`config.mk`:
```
export PLATFORM = sky130hd
export DESIGN_NAME = updown_mod_counter
export DESIGN_NICKNAME = d
export VERILOG_FILES = /design/src/rtl/updown_mod_counter_pkg.sv /design/src/rtl/updown_mod_counter_tick_prescaler.sv /design/src/rtl/updown_mod_counter.sv
export SDC_FILE = /design/constraint.sdc
export NUM_CORES = 1
export LEC_CHECK = 0
export CORE_AREA = 2 2 45 47
export DETAILED_ROUTE_END_ITERATION = 8
export DIE_AREA = 0 0 47 49
export PLACE_DENSITY = 0.76
export SLEW_MARGIN = 30
export SYNTH_ARGS = -nofsm -noshare
export SYNTH_HDL_FRONTEND = slang
export SYNTH_SLANG_ARGS = --single-unit
```
`constraint.sdc`:
```
create_clock -name clock -period 2.7 [get_ports clock]
set_clock_uncertainty 0.2 [all_clocks]
set_input_delay 0.54 -clock clock [delete_from_list [all_inputs] [get_ports clock]]
set_output_delay 0.54 -clock clock [all_outputs]
set_load 0.01 [all_outputs]
```
`src/rtl/updown_mod_counter_pkg.sv`:
```
// Shared constants and helpers for the up/down modulo counter and its prescaler.
package updown_mod_counter_pkg;

    localparam logic DIR_UP    = 1'b1;
    localparam logic DIR_DOWN  = 1'b0;
    localparam int   MODE_WRAP = 0;
    localparam int   MODE_SAT  = 1;

    // Phase register width: $clog2(prescale), but never narrower than one bit.
    function automatic int phase_width(input int prescale);
        return (prescale <= 2) ? 1 : $clog2(prescale);
    endfunction

endpackage

```
`src/rtl/updown_mod_counter_tick_prescaler.sv`:
```
// Enable prescaler: tick fires on the enabled cycle that completes PRESCALE enabled cycles.
// tick is combinational from enable and phase; phase holds while enable is low.
module tick_prescaler
    import updown_mod_counter_pkg::*;
#(
    parameter int PRESCALE = 1
) (
    input  logic clock,
    input  logic reset,
    input  logic enable,
    input  logic clear,
    output logic tick
);

    localparam int              PW   = phase_width(PRESCALE);
    localparam logic [PW-1:0]   LAST = PW'(PRESCALE - 1);

    logic [PW-1:0] phase;

    assign tick = enable && (phase == LAST);

    always_ff @(posedge clock) begin
        if (reset || clear) begin
            phase <= '0;
        end else if (enable) begin
            phase <= (phase == LAST) ? '0 : phase + 1'b1;
        end
    end

endmodule

```
`src/rtl/updown_mod_counter.sv`:
```
// Up/down modulo counter with clamped load, prescaled enable, wrap/saturate mode.
// Step and load land one cycle after the sampling edge; wrap is a one-cycle registered pulse.
module updown_mod_counter
    import updown_mod_counter_pkg::*;
#(
    parameter int WIDTH    = 8,
    parameter int MODULUS  = 256,
    parameter int PRESCALE = 1,
    parameter int SATURATE = 0
) (
    input  logic             clock,
    input  logic             reset,
    input  logic             enable,
    input  logic             up_down,
    input  logic             load,
    input  logic [WIDTH-1:0] load_value,
    output logic [WIDTH-1:0] counter_out,
    output logic             wrap,
    output logic             at_limit
);

    generate
        if ((longint'(MODULUS) > (longint'(1) << WIDTH)) || (MODULUS < 2) || (PRESCALE < 1)) begin : g_bad_params
            $fatal(1, "updown_mod_counter: illegal MODULUS/WIDTH/PRESCALE combination");
        end
    endgenerate

    localparam logic [WIDTH-1:0] TOP = WIDTH'(MODULUS - 1);

    logic             tick;
    logic [WIDTH-1:0] load_clamped;
    logic             at_top;
    logic             at_bottom;

    tick_prescaler #(
        .PRESCALE (PRESCALE)
    ) u_prescaler (
        .clock  (clock),
        .reset  (reset),
        .enable (enable),
        .clear  (load),
        .tick   (tick)
    );

    assign load_clamped = (load_value > TOP) ? TOP : load_value;
    assign at_top       = (counter_out == TOP);
    assign at_bottom    = (counter_out == '0);
    assign at_limit     = (up_down == DIR_UP) ? at_top : at_bottom;

    // wrap defaults low every cycle so it can only ever be a single-cycle pulse.
    always_ff @(posedge clock) begin
        if (reset) begin
            counter_out <= '0;
            wrap        <= 1'b0;
        end else if (load) begin
            counter_out <= load_clamped;
            wrap        <= 1'b0;
        end else begin
            wrap <= 1'b0;
            if (tick) begin
                if (up_down == DIR_UP) begin
                    if (!at_top) begin
                        counter_out <= counter_out + 1'b1;
                    end else if (SATURATE == MODE_WRAP) begin
                        counter_out <= '0;
                        wrap        <= 1'b1;
                    end
                end else begin
                    if (!at_bottom) begin
                        counter_out <= counter_out - 1'b1;
                    end else if (SATURATE == MODE_WRAP) begin
                        counter_out <= TOP;
                        wrap        <= 1'b1;
                    end
                end
            end
        end
    end

endmodule

```
==> results.py <==
metrics = {
    "status": {
        "run_status": "completed",
    },
    "clock_tree": {
        "worst_setup_hold_path_clk_slew_ns": 0.06,
        "clk_latency_ns": 0.27,
        "cts_max_level": 1,
        "holdBufCountCts": 0,
        "ctsResizeCount": 3,
        "post_cts.repair.setup_buffers": 0,
        "tritoncts.num_buffers": 3,
        "cts.sinks": 9,
        "clock_tree.buffer_depth": 2,
        "cts.root.buffer_cell": "clkbuf_4",
        "tritoncts": "done",
    },
    "drt": {
        "drtAntennaViolNets": 0,
        "via_count": 1032,
        "drt-initial-drc-count": 36,
        "drt_first_pass_iters": 4,
        "wl_mm": 2.59,
        "final_routed_drc_violation_total": 0,
        "avgRoutedWirePerCell_um": 14.5,
        "vias_per_cell": 5.77,
    },
    "sta": {
        "holdWs_ns": 0.503,
        "worst_slew_pin_slew_ns": 0.390,
        "timing.final.setup_violations": 0,
        "achievable-frequency_mhz": 383,
        "hold_violations": 0,
        "min_period_ns": 2.61,
        "grt_setup_unrepaired": "false",
        "slew_viol_final": 0,
        "maxSlewHeadroom_pct": 73.9,
        "finalCritPeriodShare_pct": 96.7,
    },
    "synthesis": {
        "ys_async_sr_fraction_pct": 0,
        "synth.ff_latch_count": 9,
        "synth_edf_count": 0,
        "yosysUniqueCellTypes": 41,
        "summed_instance_area_of_the_synthesized_netlist_um2": 828,
        "netlist_instances": 114,
        "dominantRegCellSynth": "dfxtp_1",
        "syn_area_per_cell_um2": 7.27,
        "yosys_warnings": 0,
        "seq_area_frac_synth_pct": 21.8,
        "synth_nets": 130,
    },
    "flow_run": {
        "max-cap-violations": 0,
    },
    "power": {
        "pwr-share-clk_pct": 23.5,
        "p_comb_share_pct": 44.0,
        "power.switching_mw": 0.157,
        "power.switching_fraction_pct": 34.0,
        "power_density_mw_per_mm2": 374,
        "internal_power_mw": 0.304,
        "peakVddDrop_uv": 266,
        "leakage_nw": 0.489,
        "fin_total_pwr_mw": 0.461,
        "sequentialPowerShare_pct": 32.5,
    },
    "floorplan": {
        "core_mm2": 0.00184,
        "design.die.area_mm2": 0.00230,
        "io_pins": 23,
        "floorplan.initialDensity_pct": 45.0,
        "std_cell_rows": 16,
        "die_height_um": 49,
        "horizontal_die_dimension_um": 47,
    },
    "worst_setup_path": {
        "crit_path_max_fanout": 2,
        "cp-end-kind": "output pin",
        "regToRegStartpoint": "counter_out[0]",
        "worstPathArrival_ns": 1.87,
        "critical_path.top_delay_family": "simple AND/OR/NAND/NOR gates",
        "worst_path_max_delay_cell": "or4b_4",
        "critical_path.max_stage_delay_ns": 0.47,
        "cp.required_ns": 1.96,
        "worst-setup-path-type": "register to output pin",
        "critical_path.startpoint_type": "register",
        "reg2reg_slack_ns": 0.49,
        "timing.critical_path.cells": "inv_1 -> ha_1 -> or4b_4 -> nor3_2 -> or2_2 -> dlygate4sd2_1",
        "timing.critical_path.from": "counter_out[0]",
        "critical_path.n_buffers_inverters": 2,
    },
    "grt": {
        "maximum_number_of_pins_on_one_net_before_global_route_repair": 13,
        "globalRoute.totalOverflow": 0,
        "overall_routing_resource_usage_pct": 26.2,
        "global_route_wire_length_before_repair_mm": 4.42,
        "first_global_vias": 973,
        "grt_antenna_before_repair": 0,
    },
    "placed_design": {
        "dp_cells": 175,
        "place.gp.congestion": 0.920,
        "dpl-instance-area_mm2": 0.00120,
        "detailedPlacementHpwl_mm": 1.97,
        "io_buffers": 22,
    },
    "finish": {
        "areaGrowthSynthToFinish_pct": 48.8,
        "final_cell_area_excluding_filler_cells_mm2": 0.00123,
        "ant_diodes": 0,
        "n_fill_cell": 169,
        "post_route_cells_drive_above_1_share_pct": 19.7,
        "instances_no_fill": 179,
        "final_core_util_pct": 66.9,
        "nNetsFinal": 169,
    },
    "hold_path": {
        "holdCritStartpoint": "counter_out[6]",
        "holdCritPathClass": "register to register",
    },
}
metal layers:
metal | share of wire [%] | wire [um] | global-route usage (%) | vias up
met5 | 0 | 0 | 0 | -
met4 | 0.81 | 21 | 7.87 | 0
met3 | 6.6 | 171 | 3.33 | 2
met2 | 50 | 1280 | 40.2 | 42
met1 | 43 | 1110 | 37.4 | 480
li1 | - | - | - | 508
worst paths after layout:
| check | endpoint | depth (start not counted) |
|---|---|---|
| max | at_limit | 6 |
| min | counter_out[6] | 3 |
| max reg2reg | counter_out[0] | 7 |
| min reg2reg | counter_out[6] | 3 |
cells in the mapped netlist, types with 2 or more instances:
cell type  count  area, um2
a211o_1        2       17.5
a21oi_1        9       45.0
a311oi_1       2       17.5
a31oi_1        3       18.8
clkbuf_1       6       22.5
dfxtp_1        9        180
ha_1           3       37.5
inv_1          8       30.0
nand2_1        7       26.3
nand2b_1       3       18.8
nand3_1        4       20.0
nand4_1        2       12.5
nor2_1         6       22.5
nor2b_1        3       18.8
nor3_1         9       45.0
nor3b_1        3       22.5
nor4b_1        2       17.5
o211a_1        2       20.0
o21ai_0        5       25.0
o31ai_1        3       22.5
or3_1          3       18.8
power by group through the flow:
| stage | Combinational (mW) | Sequential (mW) | Clock (mW) |
|---|---|---|---|
| after floorplan | 0.0990 | 0.161 | 0 |
| after CTS | 0.201 | 0.150 | 0.108 |
| after detailed placement | 0.200 | 0.152 | 0 |
| after global routing | 0.223 | 0.151 | 0.118 |
| after global placement | 0.196 | 0.152 | 0 |
| final | 0.203 | 0.150 | 0.109 |
cell type report:
type / instances / area (um2) / area share, %
inverters: 8 / 30.0 / 2.44
repair buffers: 43 / 377 / 30.6
flip-flops and latches: 9 / 180 / 14.6
multi-input cells: 88 / 586 / 47.5
clock buffers: 4 / 26.3 / 2.13
well taps: 27 / 33.8 / 2.74
cell families (layout without fill, tap and decap cells):
kind of cell               count (synthesis)  after routing  share of synthesized area, %
xor gates and xnor gates                   1              1                          1.06
and+or+nand+nor                           46             46                          31.4
DFF                                        9              9                          21.8
buffers and inverters                     17             55                          8.76
muxes                                      1              1                          1.21
adders and majority gates                  3              3                          4.53
AOI/OAI and AO/OA                         37             37                          31.3
per-stage QoR:
step	setup slack (ns)	TNS (ns)
5_1_grt	0.0231	0
2_1_floorplan	0.297	0
3_3_place_gp	-0.0732	-0.0732
4_1_cts	0.0933	0
6_report	0.0904	0
3_5_place_dp	-0.174	-0.174
layout by cell type (no fill, tap or decap), types with 4 or more instances in the layout:
master           count
nand3_1              4
o21ai_0              5
dfxtp_1              9
clkdlybuf4s50_1     21
nor3_1               7
buf_4               21
nand2_1              7
a21oi_1              9
inv_1                8
nor2_1               6
sequential cells by signal, summed over array words and instances, names as in the netlist:
signal,cells
wrap,1
counter_out,8
worst min-delay path, cell delays in order, from the launching register on:
cell	delay [ns]
dfxtp_1	0.33
buf_4	0.16
nor2_1	0.09
a21boi_0	0.08
Power figures use the tool's default switching activity.
